===== src/rtl/serial_subtractor.sv =====
// Bit-serial subtractor: diff = (a - b - bin) mod 2^N, one bit per clock, LSB first; optional ovf via SERIAL_SUB_OVF_EN.
// Latency: N cycles from the accepting edge to done; one operation per N+2 cycles.
// Backpressure: start is honoured only while ready=1 (IDLE); requests at other times are dropped, not queued.
module serial_subtractor #(
    parameter int N = 8
) (
    input  logic         clk,
    input  logic         rst_n,
    input  logic         start,
    input  logic [N-1:0] a,
    input  logic [N-1:0] b,
    input  logic         bin,
    output logic         ready,
    output logic         done,
    output logic [N-1:0] diff,
    output logic         bout
`ifdef SERIAL_SUB_OVF_EN
    ,
    output logic         ovf
`endif
);

    localparam int CW = (N < 1) ? 1 : $clog2(N + 1);
    localparam logic [CW-1:0] LAST = CW'(N - 1);

    typedef enum logic [1:0] {
        IDLE = 2'd0,
        RUN  = 2'd1,
        DONE = 2'd2
    } state_t;

    state_t         state;
    logic [N-1:0]   a_sh;
    logic [N-1:0]   b_sh;
    logic [N-1:0]   work;
    logic [CW-1:0]  cnt;
    logic           brw;

    logic           a_i;
    logic           b_i;
    logic           d_i;
    logic           brw_nxt;
    logic [N:0]     work_ext;
    logic [N-1:0]   work_nxt;

`ifdef SERIAL_SUB_OVF_EN
    // Operand sign bits are kept aside because the shift registers lose them during RUN.
    logic           a_msb;
    logic           b_msb;
`endif

    // Full-subtractor cell on the current LSBs plus the next working-register value.
    always_comb begin
        a_i      = a_sh[0];
        b_i      = b_sh[0];
        d_i      = a_i ^ b_i ^ brw;
        brw_nxt  = (~a_i & b_i) | (~(a_i ^ b_i) & brw);
        work_ext = {d_i, work};
        work_nxt = work_ext[N:1];
    end

    // Control FSM with datapath; results are published only on the final RUN edge.
    always_ff @(posedge clk or negedge rst_n) begin
        if (!rst_n) begin
            state <= IDLE;
            ready <= 1'b1;
            done  <= 1'b0;
            diff  <= '0;
            bout  <= 1'b0;
            a_sh  <= '0;
            b_sh  <= '0;
            work  <= '0;
            cnt   <= '0;
            brw   <= 1'b0;
`ifdef SERIAL_SUB_OVF_EN
            ovf   <= 1'b0;
            a_msb <= 1'b0;
            b_msb <= 1'b0;
`endif
        end else begin
            case (state)
                IDLE: begin
                    if (start) begin
                        a_sh  <= a;
                        b_sh  <= b;
                        brw   <= bin;
                        work  <= '0;
                        cnt   <= '0;
                        ready <= 1'b0;
                        state <= RUN;
`ifdef SERIAL_SUB_OVF_EN
                        a_msb <= a[N-1];
                        b_msb <= b[N-1];
`endif
                    end
                end
                RUN: begin
                    a_sh <= a_sh >> 1;
                    b_sh <= b_sh >> 1;
                    brw  <= brw_nxt;
                    work <= work_nxt;
                    cnt  <= cnt + CW'(1);
                    if (cnt == LAST) begin
                        diff  <= work_nxt;
                        bout  <= brw_nxt;
                        done  <= 1'b1;
                        state <= DONE;
`ifdef SERIAL_SUB_OVF_EN
                        // d_i is the result MSB on this edge.
                        ovf   <= (a_msb != b_msb) && (d_i != a_msb);
`endif
                    end
                end
                DONE: begin
                    done  <= 1'b0;
                    ready <= 1'b1;
                    state <= IDLE;
                end
                default: begin
                    done  <= 1'b0;
                    ready <= 1'b1;
                    state <= IDLE;
                end
            endcase
        end
    end

endmodule

===== config.mk =====
export PLATFORM = sky130hd
export DESIGN_NAME = serial_subtractor
export DESIGN_NICKNAME = d
export VERILOG_FILES = /design/src/rtl/serial_subtractor.sv
export SDC_FILE = /design/constraint.sdc
export NUM_CORES = 1
export LEC_CHECK = 0
export CORE_AREA = 2 2 66 68
export DETAILED_ROUTE_END_ITERATION = 8
export DIE_AREA = 0 0 68 70
export MAX_ROUTING_LAYER = met4
export PLACE_DENSITY = 0.7
export RECOVER_POWER = 100
export SLEW_MARGIN = 10
export SYNTH_ARGS = -nofsm -noshare
export SYNTH_HDL_FRONTEND = slang
export SYNTH_SLANG_ARGS = --single-unit
export TNS_END_PERCENT = 10

===== constraint.sdc =====
create_clock -name clk -period 1.3 [get_ports clk]
set_input_delay 0.26 -clock clk [delete_from_list [all_inputs] [get_ports clk]]
set_output_delay 0.26 -clock clk [all_outputs]
set_load 0.02 [all_outputs]

==> impl_metrics.tcl, run 1 <==
set metrics [dict create \
    syn_inst 158 \
    worstMarginPinSlew_ns 0.389 \
    die-width_um 68 \
    yosysWarnings 0 \
    layout_commonest_cell "dfrtp_1" \
    rsz0062_at_grt "yes" \
    dr.pass1.iters 4 \
    clk_pin_slew_ns 0.08 \
    r2r_slack_ns -0.06 \
    hold_violations 0 \
    ys_seq_area_frac 0.569 \
    crit_fanout 8 \
    synth-seq-cells 41 \
    root_buffer "clkbuf_8" \
    violations "negative setup slack" \
    fmax_mhz 738 \
    max_cap_viol_count 0 \
    grt_pass1_vias 1397 \
    clk_path_buf_depth 2 \
    p_per_area_nw_per_um2 2270 \
    synth.area.top_cells "dfrtp_1 (55%), mux2_4 (5.8%), o21ai_0 (5.3%), nand2_1 (3.9%), a22o_1 (3.9%)" \
    period_minus_slack_ns 1.36 \
    ios 31 \
    drc_errors 0 \
    routed_via_density 5.20 \
    gr-usage-all-layers 0.185 \
    fin_crit_sh 1.04 \
    grt_max_degree 27 \
    cts_tree "yes" \
    yosysTopAreaCell "dfrtp_1" \
    critPathKind "flip-flop to flip-flop" \
    r2r_end "diff[4]" \
    fillCellCount 343 \
    syn2layout_area_growth_pct 34.1 \
    dpl-instance-area_um2 2290 \
    core_um2 4140 \
    ff2ff_path_depth 5 \
    die_y_um 70 \
    vias 1341 \
    place_ws_ns -0.289 \
    grt_pass1_wl_um 6360 \
    cts_made_buffers 5 \
    clock_latency_ns 0.30 \
    syn_nets 180 \
    avgSynthCellArea_um2 11.4 \
    drtIter0Drc 93 \
    hp-class "input port to async pin" \
    drt-wirelength-per-cell_um 14.3 \
    cp.required_ns 1.49 \
    synth.cell_area_um2 1810 \
    drt_wl_total_um 3680 \
    start_util 0.436 \
    critPathArrivalTime_ns 1.55 \
    die_area_um2 4760 \
    setup_ws_ns -0.0553 \
    skew_ns 0.00582 \
    drv_slew 0 \
    r2r_start "cnt[1]" \
    outcome "finished, violations left" \
    crit_start "cnt[1]" \
    place_congestion 0.774 \
    layout_common_cells "dfrtp_1 (39), nand2_1 (19), clkdlybuf4s50_1 (17), o21ai_0 (16), buf_4 (15)" \
    cts_sinks 41 \
    endpoint_kind "flip-flop" \
    postRouteAntennaNets 0 \
    antenna_found_initial 0 \
    critical_path.startpoint_type "flip-flop" \
    port_buffers 30 \
    design_area_um2 2420 \
    num_antenna_cells 0 \
    placementRows 24 \
    drive_above_1_share 0.243 \
    fin_nets 227 \
    p_leak_nw 1.14 \
    hpwl_um 2640 \
    grt-ovfl-total 0 \
    max_slew_margin 0.741 \
    ir_drop_v 0.000823 \
    setup_violations 11 \
    synth_top_area_frac 0.554 \
    synth_cell_type_count 28 \
    cts_max_level 2 \
]
-- cell type report --
type / instances / area, um2 / area share
Clock inverter: 2 / 10.0 / 0.00413
Timing Repair Buffer: 51 / 477 / 0.197
Tap cell: 52 / 65.1 / 0.0268
Multi-Input combinational cell: 101 / 752 / 0.310
Inverter: 5 / 18.8 / 0.00774
Sequential cell: 41 / 1030 / 0.424
Clock buffer: 6 / 72.6 / 0.0299
-- synthesized netlist by cell type --
library cell	instances
mux2_4	7
nor3_2	1
nand3_1	2
and3b_1	8
a22oi_1	6
nand2b_1	2
mux2i_1	2
fa_1	1
nand2_1	19
a21oi_1	12
dfstp_2	1
buf_4	2
ha_1	1
buf_2	4
a21o_2	1
nor2b_1	6
clkbuf_1	4
inv_1	5
a22o_2	1
mux2_2	1
a22o_1	8
nand2_2	1
o21ai_0	19
o311ai_0	1
nor2_1	1
o21bai_2	1
buf_6	1
dfrtp_1	40
-- state kept, by name, summed over array words and instances (netlist names) --
name and count:
a_sh 8, b_sh 8, bout 1, brw 1, cnt 4, diff 8, done 1, ready 1
state 2, work 7
-- what timing repair did --
action                                 in CTS  in global routing
cloned                                      0                  0
setup endpoints to repair                  34                 37
setup buffers                               0                  3
endpoints found under the hold margin      14                  0
gates resized for setup                    18                 21
hold buffers                                1                  0
pin swaps                                   0                  1
-- where the power goes --
group	internal, mW	switching (mW)	leakage, nW
sequential	1.84	0.362	0.524
combinational	1.34	1.16	0.572
clock	0.372	0.435	0.0450
total	3.55	1.96	1.14
-- cells by family after synthesis --
| family | after synthesis | share of synthesized area |
|---|---|---|
| flip-flops | 41 | 0.569 |
| multiplexers | 10 | 0.0755 |
| AO/OA/AOI/OAI | 49 | 0.171 |
| buffers and inverters | 16 | 0.0443 |
| AND/OR/NAND/NOR | 40 | 0.123 |
| adder cells (fa/ha/maj) | 2 | 0.0180 |
-- metal layers --
| layer | share of wire | vias to the layer above | routed length [um] | GRT usage |
|---|---|---|---|---|
| met2 | 0.53 | 28 | 1950 | 0.291 |
| met1 | 0.41 | 661 | 1500 | 0.218 |
| met4 | 0.026 | 0 | 95 | 0.100 |
| met5 | 0 | - | 0 | - |
| li1 | - | 644 | - | - |
| met3 | 0.038 | 8 | 139 | 0.0386 |
-- how the worst max path moves through the flow --
stage | to | cells past startpoint
after floorplan | diff[1] | 5
after global placement | b_sh[5] | 5
after detailed placement | b_sh[7] | 5
after CTS | diff[0] | 5
after global routing | diff[5] | 5
final | diff[4] | 5
-- critical path, stage by stage, from the launching register on --
cell     delay (ns)
dfrtp_1        0.40
ha_4           0.16
nand2_4        0.05
nor3_4         0.17
buf_12         0.17
mux2_4         0.29
-- through the flow --
| step | std cells | hold WS (ns) | setup TNS (ns) | total power [mW] | util |
|---|---|---|---|---|---|
| finish | 258 | 0.406 | -0.431 | 5.51 | 0.585 |
| global route | 258 | 0.433 | -1.98 | 5.94 | 0.585 |
| CTS | 255 | 0.420 | -1.33 | 5.42 | 0.573 |
| detailed placement | 246 | 0.204 | -5.59 | 4.69 | 0.552 |
| global placement | 246 | 0.194 | -3.81 | 4.56 | 0.552 |
| floorplan | 158 | -0.0356 | -0.330 | 3.73 | - |
No activity file was read; power rests on OpenSTA's default activity.
==> run 2: changes to the inputs <==
Settings changed: SKIP_CTS_REPAIR_TIMING set to 1, SKIP_LAST_GASP set to 1.
==> run 2 against run 1 <==
Effect of this change: core utilization decreased by 2.1 points; the flow still finishes with violations (negative setup slack); final cell count shrank 1.2%; design area is 3.6% lower; critical path depth is 4 lower; critical path type is now flip-flop to output pin; non-clock buffer count down 3.
==> impl_metrics.tcl, run 2 (synthesis gave the netlist of run 1 again) <==
set metrics [dict create \
    routed_via_density 5.18 \
    fin_crit_sh 1.17 \
    rsz0062_at_grt "yes" \
    antenna_found_initial 0 \
    setup_ws_ns -0.226 \
    critPathArrivalTime_ns 1.27 \
    cts_tree "yes" \
    num_antenna_cells 0 \
    period_minus_slack_ns 1.53 \
    p_per_area_nw_per_um2 2290 \
    drv_slew 0 \
    layout_commonest_cell "dfrtp_1" \
    dr.pass1.iters 4 \
    power_frac_clock 0.151 \
    core_um2 4140 \
    critPathKind "flip-flop to output pin" \
    cp_top_family "buffers and inverters" \
    outcome "finished, violations left" \
    cts_max_level 2 \
    worstMarginPinSlew_ns 0.550 \
    place_congestion 0.774 \
    cp.required_ns 1.04 \
    r2r_start "state[0]" \
    cts_made_buffers 5 \
    drive_above_1_share 0.202 \
    endpoint_kind "output pin" \
    reg_top3 "a_sh x8, b_sh x8, diff x8" \
    die_y_um 70 \
    swShare 0.356 \
    clock_latency_ns 0.30 \
    postRouteAntennaNets 0 \
    max_cap_viol_count 0 \
    drc_errors 0 \
    path_buf_inv 1 \
    internal-power_mw 3.44 \
    root_buffer "clkbuf_8" \
    syn2layout_area_growth_pct 29.3 \
    start_util 0.436 \
    setup_violations 35 \
    ir_drop_v 0.000800 \
    cpMaxStageDelayCell "clkdlybuf4s50_1" \
    clk_pin_slew_ns 0.07 \
    die_area_um2 4760 \
    fin_tns_setup_ns -4.20 \
    grt_pass1_wl_um 6330 \
    hpwl_um 2640 \
    critical_path.startpoint_type "flip-flop" \
    path_cells "clkdlybuf4s50_1" \
    ff2ff_path_depth 3 \
    r2r_slack_ns -0.16 \
    multi_input_area_um2 716 \
    drt-wirelength-per-cell_um 14.4 \
    max_slew_margin 0.633 \
    grt-ovfl-total 0 \
    hold_violations 0 \
    p_switching_mw 1.90 \
    port_buffers 30 \
    skew_ns 0.00506 \
    cts_sinks 41 \
    gr-usage-all-layers 0.184 \
    clk_path_buf_depth 2 \
    fin_nets 224 \
    comb_power_share 0.442 \
    die-width_um 68 \
    grt_max_degree 27 \
    violations "negative setup slack" \
    p_leak_nw 1.08 \
    pwr-share-seq 0.407 \
    layout_common_cells "dfrtp_1 (40), clkdlybuf4s50_1 (25), nand2_1 (19), o21ai_0 (19), buf_4 (14)" \
    postLayoutCoreUtil 0.564 \
    slowest_delay_ns 0.60 \
    crit_fanout 2 \
    fillCellCount 364 \
    layout.area.seq_um2 1030 \
    drt_wl_total_um 3670 \
    fmax_mhz 655 \
    placementRows 24 \
    ios 31 \
    drtIter0Drc 81 \
    grt_pass1_vias 1408 \
    vias 1322 \
    r2r_end "cnt[1]" \
    hp-class "input port to async pin" \
]
-- run 2: cell count changes in the layout (fill, tap and decap cells not counted), moves of 3 or more --
cell / change
nor2b_1: +3
clkdlybuf4s15_1: -6
nor2b_2: -3
o21ai_1: -3
clkdlybuf4s50_1: +8
clkbuf_1: +3
dlygate4sd2_1: -4
o21ai_0: +3
-- run 2: how the worst max path moves through the flow --
| stage | startpoint | end | slack [ns] | cells past startpoint |
|---|---|---|---|---|
| after floorplan | cnt[0] | diff[1] | -0.05 | 5 |
| after global placement | start | b_sh[5] | -0.15 | 5 |
| after detailed placement | start | b_sh[7] | -0.29 | 5 |
| after CTS | ready | ready | -0.40 | 1 |
| after global routing | state[0] | work[1] | -0.27 | 3 |
| final | diff[1] | diff[1] | -0.23 | 1 |
-- run 2: area by class of cell --
cell class,instances,area share
well taps,52,0.0279
multi-input cells,101,0.306
flip-flops and latches,41,0.440
clock inverters,2,0.00428
inverters,5,0.00803
clock buffers,6,0.0311
repair buffers,48,0.183
-- run 2: power groups by stage --
stage | Sequential (mW) | Clock [mW] | Combinational [mW]
after floorplan | 2.34 | 0 | 1.39
after global placement | 2.17 | 0 | 2.39
after detailed placement | 2.21 | 0 | 2.49
after CTS | 2.18 | 0.829 | 2.49
after global routing | 2.25 | 0.886 | 2.60
final | 2.17 | 0.807 | 2.36
-- run 2: layer usage --
layer | vias to the layer above | global-route usage | routed length (um)
met3 | 8 | 0.0386 | 158
met1 | 648 | 0.211 | 1510
met2 | 30 | 0.296 | 1910
li1 | 636 | - | -
met5 | - | - | 0
met4 | 0 | 0.100 | 95
-- run 2: per-stage QoR --
| stage | instances | power [mW] | hold WS (ns) | area, um2 | worst slack [ns] |
|---|---|---|---|---|---|
| 3_3_place_gp | 246 | 4.56 | 0.194 | 2290 | -0.153 |
| 4_1_cts | 254 | 5.51 | -0.128 | 2370 | -0.402 |
| 3_5_place_dp | 246 | 4.69 | 0.204 | 2290 | -0.289 |
| 6_report | 255 | 5.34 | 0.407 | 2340 | -0.226 |
| 5_1_grt | 255 | 5.74 | 0.433 | 2340 | -0.271 |
| 2_1_floorplan | 158 | 3.73 | -0.0356 | 1820 | -0.0471 |
==> RTL change 1 (settings of run 2) <==
Make the reset (`rst_n`) synchronous in one clocked block.
--- a/src/rtl/serial_subtractor.sv
+++ b/src/rtl/serial_subtractor.sv
@@ -60,7 +60,7 @@
     end
 
     // Control FSM with datapath; results are published only on the final RUN edge.
-    always_ff @(posedge clk or negedge rst_n) begin
+    always_ff @(posedge clk) begin
         if (!rst_n) begin
             state <= IDLE;
             ready <= 1'b1;
Behaviour: differs if rst_n is asserted again (counterexample within 4 cycles, from zero or initial values and one cycle with rst_n low); with rst_n held inactive, the same outputs for 10 cycles.
==> RTL change 1 against run 2 <==
  * The flow still finishes with violations (setup timing)
  * Sequential cell count unchanged
  * Highest routed layer unchanged
  * Final area decreased by 4.1%
  * Critical endpoint is now diff[6]
  * Routed wire length decreased by 6.3%
  * Worst setup slack improved by 0.044 ns
  * Critical path type unchanged
  * Synthesized area decreased by 3.6%
  * Largest cell class unchanged
  * Non-clock buffer count unchanged
  * Critical path depth unchanged
  * Via count increased by 8.0%
Power is not compared: it rests on default switching activity, and its combinational part moved more than twofold at a synthesized area within 25%.
==> RTL change 1: results (changes against run 2) <==
[status]
outcome = complete, but fails checks
violations = setup timing

[grt]
grt_pass1_vias = 1402  ; -0.43%
gr-usage-all-layers_pct = 17.25  ; -1.2 points
globalRouteMet3Util_pct = 5.314  ; +1.4 points
grt_max_degree = 33  ; +22%
grt_pass1_wl_um = 6154  ; -2.7%
grt_util_met2_pct = 25.13  ; -4.4 points
use_met1_pct = 22.20  ; +1.1 points

[critical_path]
rrSetupSlack_ns = 0  ; +0.16 ns
r2r_end = b_sh[4]
endpoint = diff[6]
r2r_cells = 4  ; +1
worstSetupStartpoint = diff[6]

[route]
wl_per_cell_um = 12.30  ; -15%
vias_per_cell = 5.100  ; -1.6%
drtIter0Drc = 84  ; +3.7%
m1WireLength_um = 1697  ; +12%
routed-wl-met2_um = 1585  ; -17%

[logic_synthesis]
synth_common_cells = dfxtp_1 (41), nand2_1 (20), a21oi_1 (17), o21ai_0 (15), mux2i_1 (12)
ys.flop_type = dfxtp_1
synth-seq-area-share_pct = 47.13  ; -9.7 points
syn_nets = 209  ; +16%
syn_inst = 187  ; +18%
synthMuxAreaShare_pct = 6.897  ; -0.65 points
synth.area.top_cells = dfxtp_1 (47%), mux2i_1 (6.9%), a21oi_1 (4.9%), a22oi_1 (4.3%), nand2_1 (4.3%)
synth.distinct_cells = 32  ; +14%

[sta]
tns_ns = -1.236  ; +2.967 ns
fin_worst_skew_ns = 0.004457  ; -0.0006054 ns
finalSetupViolCount = 8  ; -77%
tightestPinTransition_ns = 0.4310  ; -0.1188 ns
final.setup.worst_slack_ns = -0.1816  ; +0.04431 ns

[placement]
hpwl_um = 2420  ; -8.4%
placed_area_sq_mm = 0.002138  ; -6.5%

[finish]
nets = 249  ; +11%
drive_gt1_share_pct = 12.28  ; -7.9 points
fin_cells = 280  ; +9.8%

==> RTL change 1: cell count changes in the layout (fill, tap and decap cells not counted), moves of 7 or more <==
| cell | delta |
|---|---|
| a22o_1 | -8 |
| mux2i_1 | +10 |
| nor2_1 | +8 |
| dfxtp_1 | +41 |
| dfrtp_1 | -40 |
| o2bb2ai_1 | +8 |
| and3b_1 | -7 |
| mux2_4 | -7 |
==> RTL change 1: power breakdown <==
group | internal (W) | switching (W)
sequential | 0.00131 | 0.0000316
combinational | 0.000172 | 0.000149
clock | 0.000763 | 0.000435
total | 0.00225 | 0.000616
==> RTL change 1: cell type report <==
class                           instances  area [sq um]
Inverter                                6         22.52
Clock inverter                          3         65.06
Multi-Input combinational cell        125         794.5
Fill cell                             382          1903
Sequential cell                        41         820.8
Timing Repair Buffer                   48         404.1
Clock buffer                            5         68.82
Tap cell                               52         65.06
==> RTL change 2 (flow settings as in run 2) <==
Without the edit above. Build with the macro `SERIAL_SUB_OVF_EN` defined.
--- a/src/rtl/serial_subtractor.sv
+++ b/src/rtl/serial_subtractor.sv
@@ -1,6 +1,8 @@
 // Bit-serial subtractor: diff = (a - b - bin) mod 2^N, one bit per clock, LSB first; optional ovf via SERIAL_SUB_OVF_EN.
 // Latency: N cycles from the accepting edge to done; one operation per N+2 cycles.
 // Backpressure: start is honoured only while ready=1 (IDLE); requests at other times are dropped, not queued.
+`define SERIAL_SUB_OVF_EN
+
 module serial_subtractor #(
     parameter int N = 8
 ) (
Function (old outputs only; new: ovf): kept (equiv_simple and equiv_induct, registers matched by name and starting in step).
==> RTL change 2 against run 2 <==
  * Fmax fell by 0.57%
  * Largest cell class unchanged
  * The run still ends with setup timing left
  * Sequential power rose by 7%
  * Final area rose by 6.5%
  * Power rose by 13%
  * Critical path type is now reg2reg
  * Clock power rose by 49%
  * Synthesized cell count rose by 7.6%
  * Synthesized area rose by 3.3%
  * Highest routed layer unchanged
  * First-iteration DRC count rose by 28%
  * Routed wire length fell by 2.1%
  * Sequential cell count rose by 3
  * Register-to-register slack got worse by 0.07 ns
  * Critical endpoint is now ovf
  * Hold slack got worse by 0.078 ns
  * Worst setup slack got worse by 0.0087 ns
==> RTL change 2: results (changes against run 2) <==
[power_and_ir_drop]
p_comb_w = 0.00252  ; +7%
ir_drop_mv = 1.129  ; +41%
power_w = 0.006035  ; +13%
p_int_w = 0.004024  ; +17%
p_leak_nw = 1.233  ; +14%
p_clk_share_pct = 19.8  ; +4.7 points

[route]
vias_per_cell = 4.971  ; -4.1%
routed_wl_um = 3597  ; -2.1%
drt_pass1_iterations = 4  ; unchanged
drtIter0Drc = 104  ; +28%

[placement]
dp_cells = 263  ; +6.9%
placed_area_sq_mm = 0.002362  ; +3.3%
hpwl_um = 2616  ; -1.0%
post-place-ws_ns = -0.3919  ; -0.1034 ns
portBuffers = 31  ; +3.3%
place.gp.congestion = 0.7719  ; -0.30%

[finish]
nets = 242  ; +8.0%
drive_gt1_share_pct = 20.91  ; +0.71 points
fin_cells = 272  ; +6.7%

[sta]
tightestPinTransition_ns = 0.5634  ; +0.01354 ns
final.setup.worst_slack_ns = -0.2346  ; -0.008703 ns
fin_worst_skew_ns = 0.01035  ; +0.005290 ns
whs_ns = 0.3291  ; -0.07782 ns
tns_ns = -3.451  ; +0.7525 ns
finalSetupViolCount = 33  ; -5.7%

[clock_network]
cts-htree-levels = 2  ; unchanged
cts_made_buffers = 5  ; unchanged

[logic_synthesis]
syn_area_per_cell_sq_um = 10.98  ; -4.0%
ys.flop_type = dfrtp_1
synth-seq-area-share_pct = 59.05  ; +2.2 points
yosysWarnings = 0  ; unchanged
synth.area.top_cells = dfrtp_1 (58%), nand2_1 (11%), mux2_4 (5.6%), a22oi_1 (5.2%), nand3_1 (2.1%)
synth.distinct_cells = 33  ; +18%
synth_common_cells = nand2_1 (56), dfrtp_1 (43), a22oi_1 (13), nand3_1 (8), mux2_4 (7)
syn_nets = 192  ; +6.7%

[grt]
gr-usage-all-layers_pct = 17.71  ; -0.70 points
grt_pass1_vias = 1390  ; -1.3%
grt_pass1_wl_um = 6223  ; -1.6%

[critical_path]
r2r_cells = 5  ; +2
cp.arrival_ns = 1.72  ; +0.45 ns
cp_max_fo = 4  ; +2
endpoint = ovf
reg2reg_from = b_sh[0]

[status]
violations = setup timing
outcome = complete, but fails checks

-- RTL change 2: cell count changes after synthesis, sizes merged, moves of 5 or more --
| cell | before | now |
|---|---|---|
| a22o | 9 | 0 |
| and3b | 8 | 0 |
| nand2 | 20 | 56 |
| nor2b | 6 | 1 |
| a21oi | 12 | 0 |
| nand3 | 2 | 8 |
| o21ai | 19 | 3 |
| a22oi | 6 | 13 |
-- RTL change 2: critical path, stage by stage, from the launching register on --
cell      delay [ns]
dfrtp_1         0.36
inv_2           0.05
fa_2            0.60
nand2b_4        0.13
o21ai_2         0.04
mux2_4          0.25
-- RTL change 2: cell type report --
cell class                      instances  area (sq um)
Clock buffer                            5         68.82
Clock inverter                          2         60.06
Fill cell                             327          1655
Inverter                                5         18.77
Multi-Input combinational cell        113         711.9
Sequential cell                        44          1102
Tap cell                               52         65.06
Timing Repair Buffer                   51         461.7
-- RTL change 2: kinds of logic (layout without fill, tap and decap cells) --
| kind of cell | count (synthesis) | count (layout) | synth area share (%) |
|---|---|---|---|
| AOI/OAI and AO/OA | 22 | 22 | 8.713 |
| DFF | 44 | 44 | 59.05 |
| xor gates and xnor gates | 1 | 1 | 0.4693 |
| and+or+nand+nor | 77 | 77 | 18.57 |
| muxes | 11 | 11 | 7.909 |
| adders and majority gates | 2 | 2 | 1.743 |
| buffers and inverters | 13 | 63 | 3.552 |
-- RTL change 2: per-layer routing --
layer / share of wire (%) / track usage, % / wire, um / up-vias
met1: 45 / 23.24 / 1618 / 642
met4: 0.28 / 2.667 / 10 / 0
met2: 50 / 27.83 / 1784 / 41
met5: 0 / - / 0 / -
li1: - / - / - / 666
met3: 5.1 / 5.314 / 183 / 3
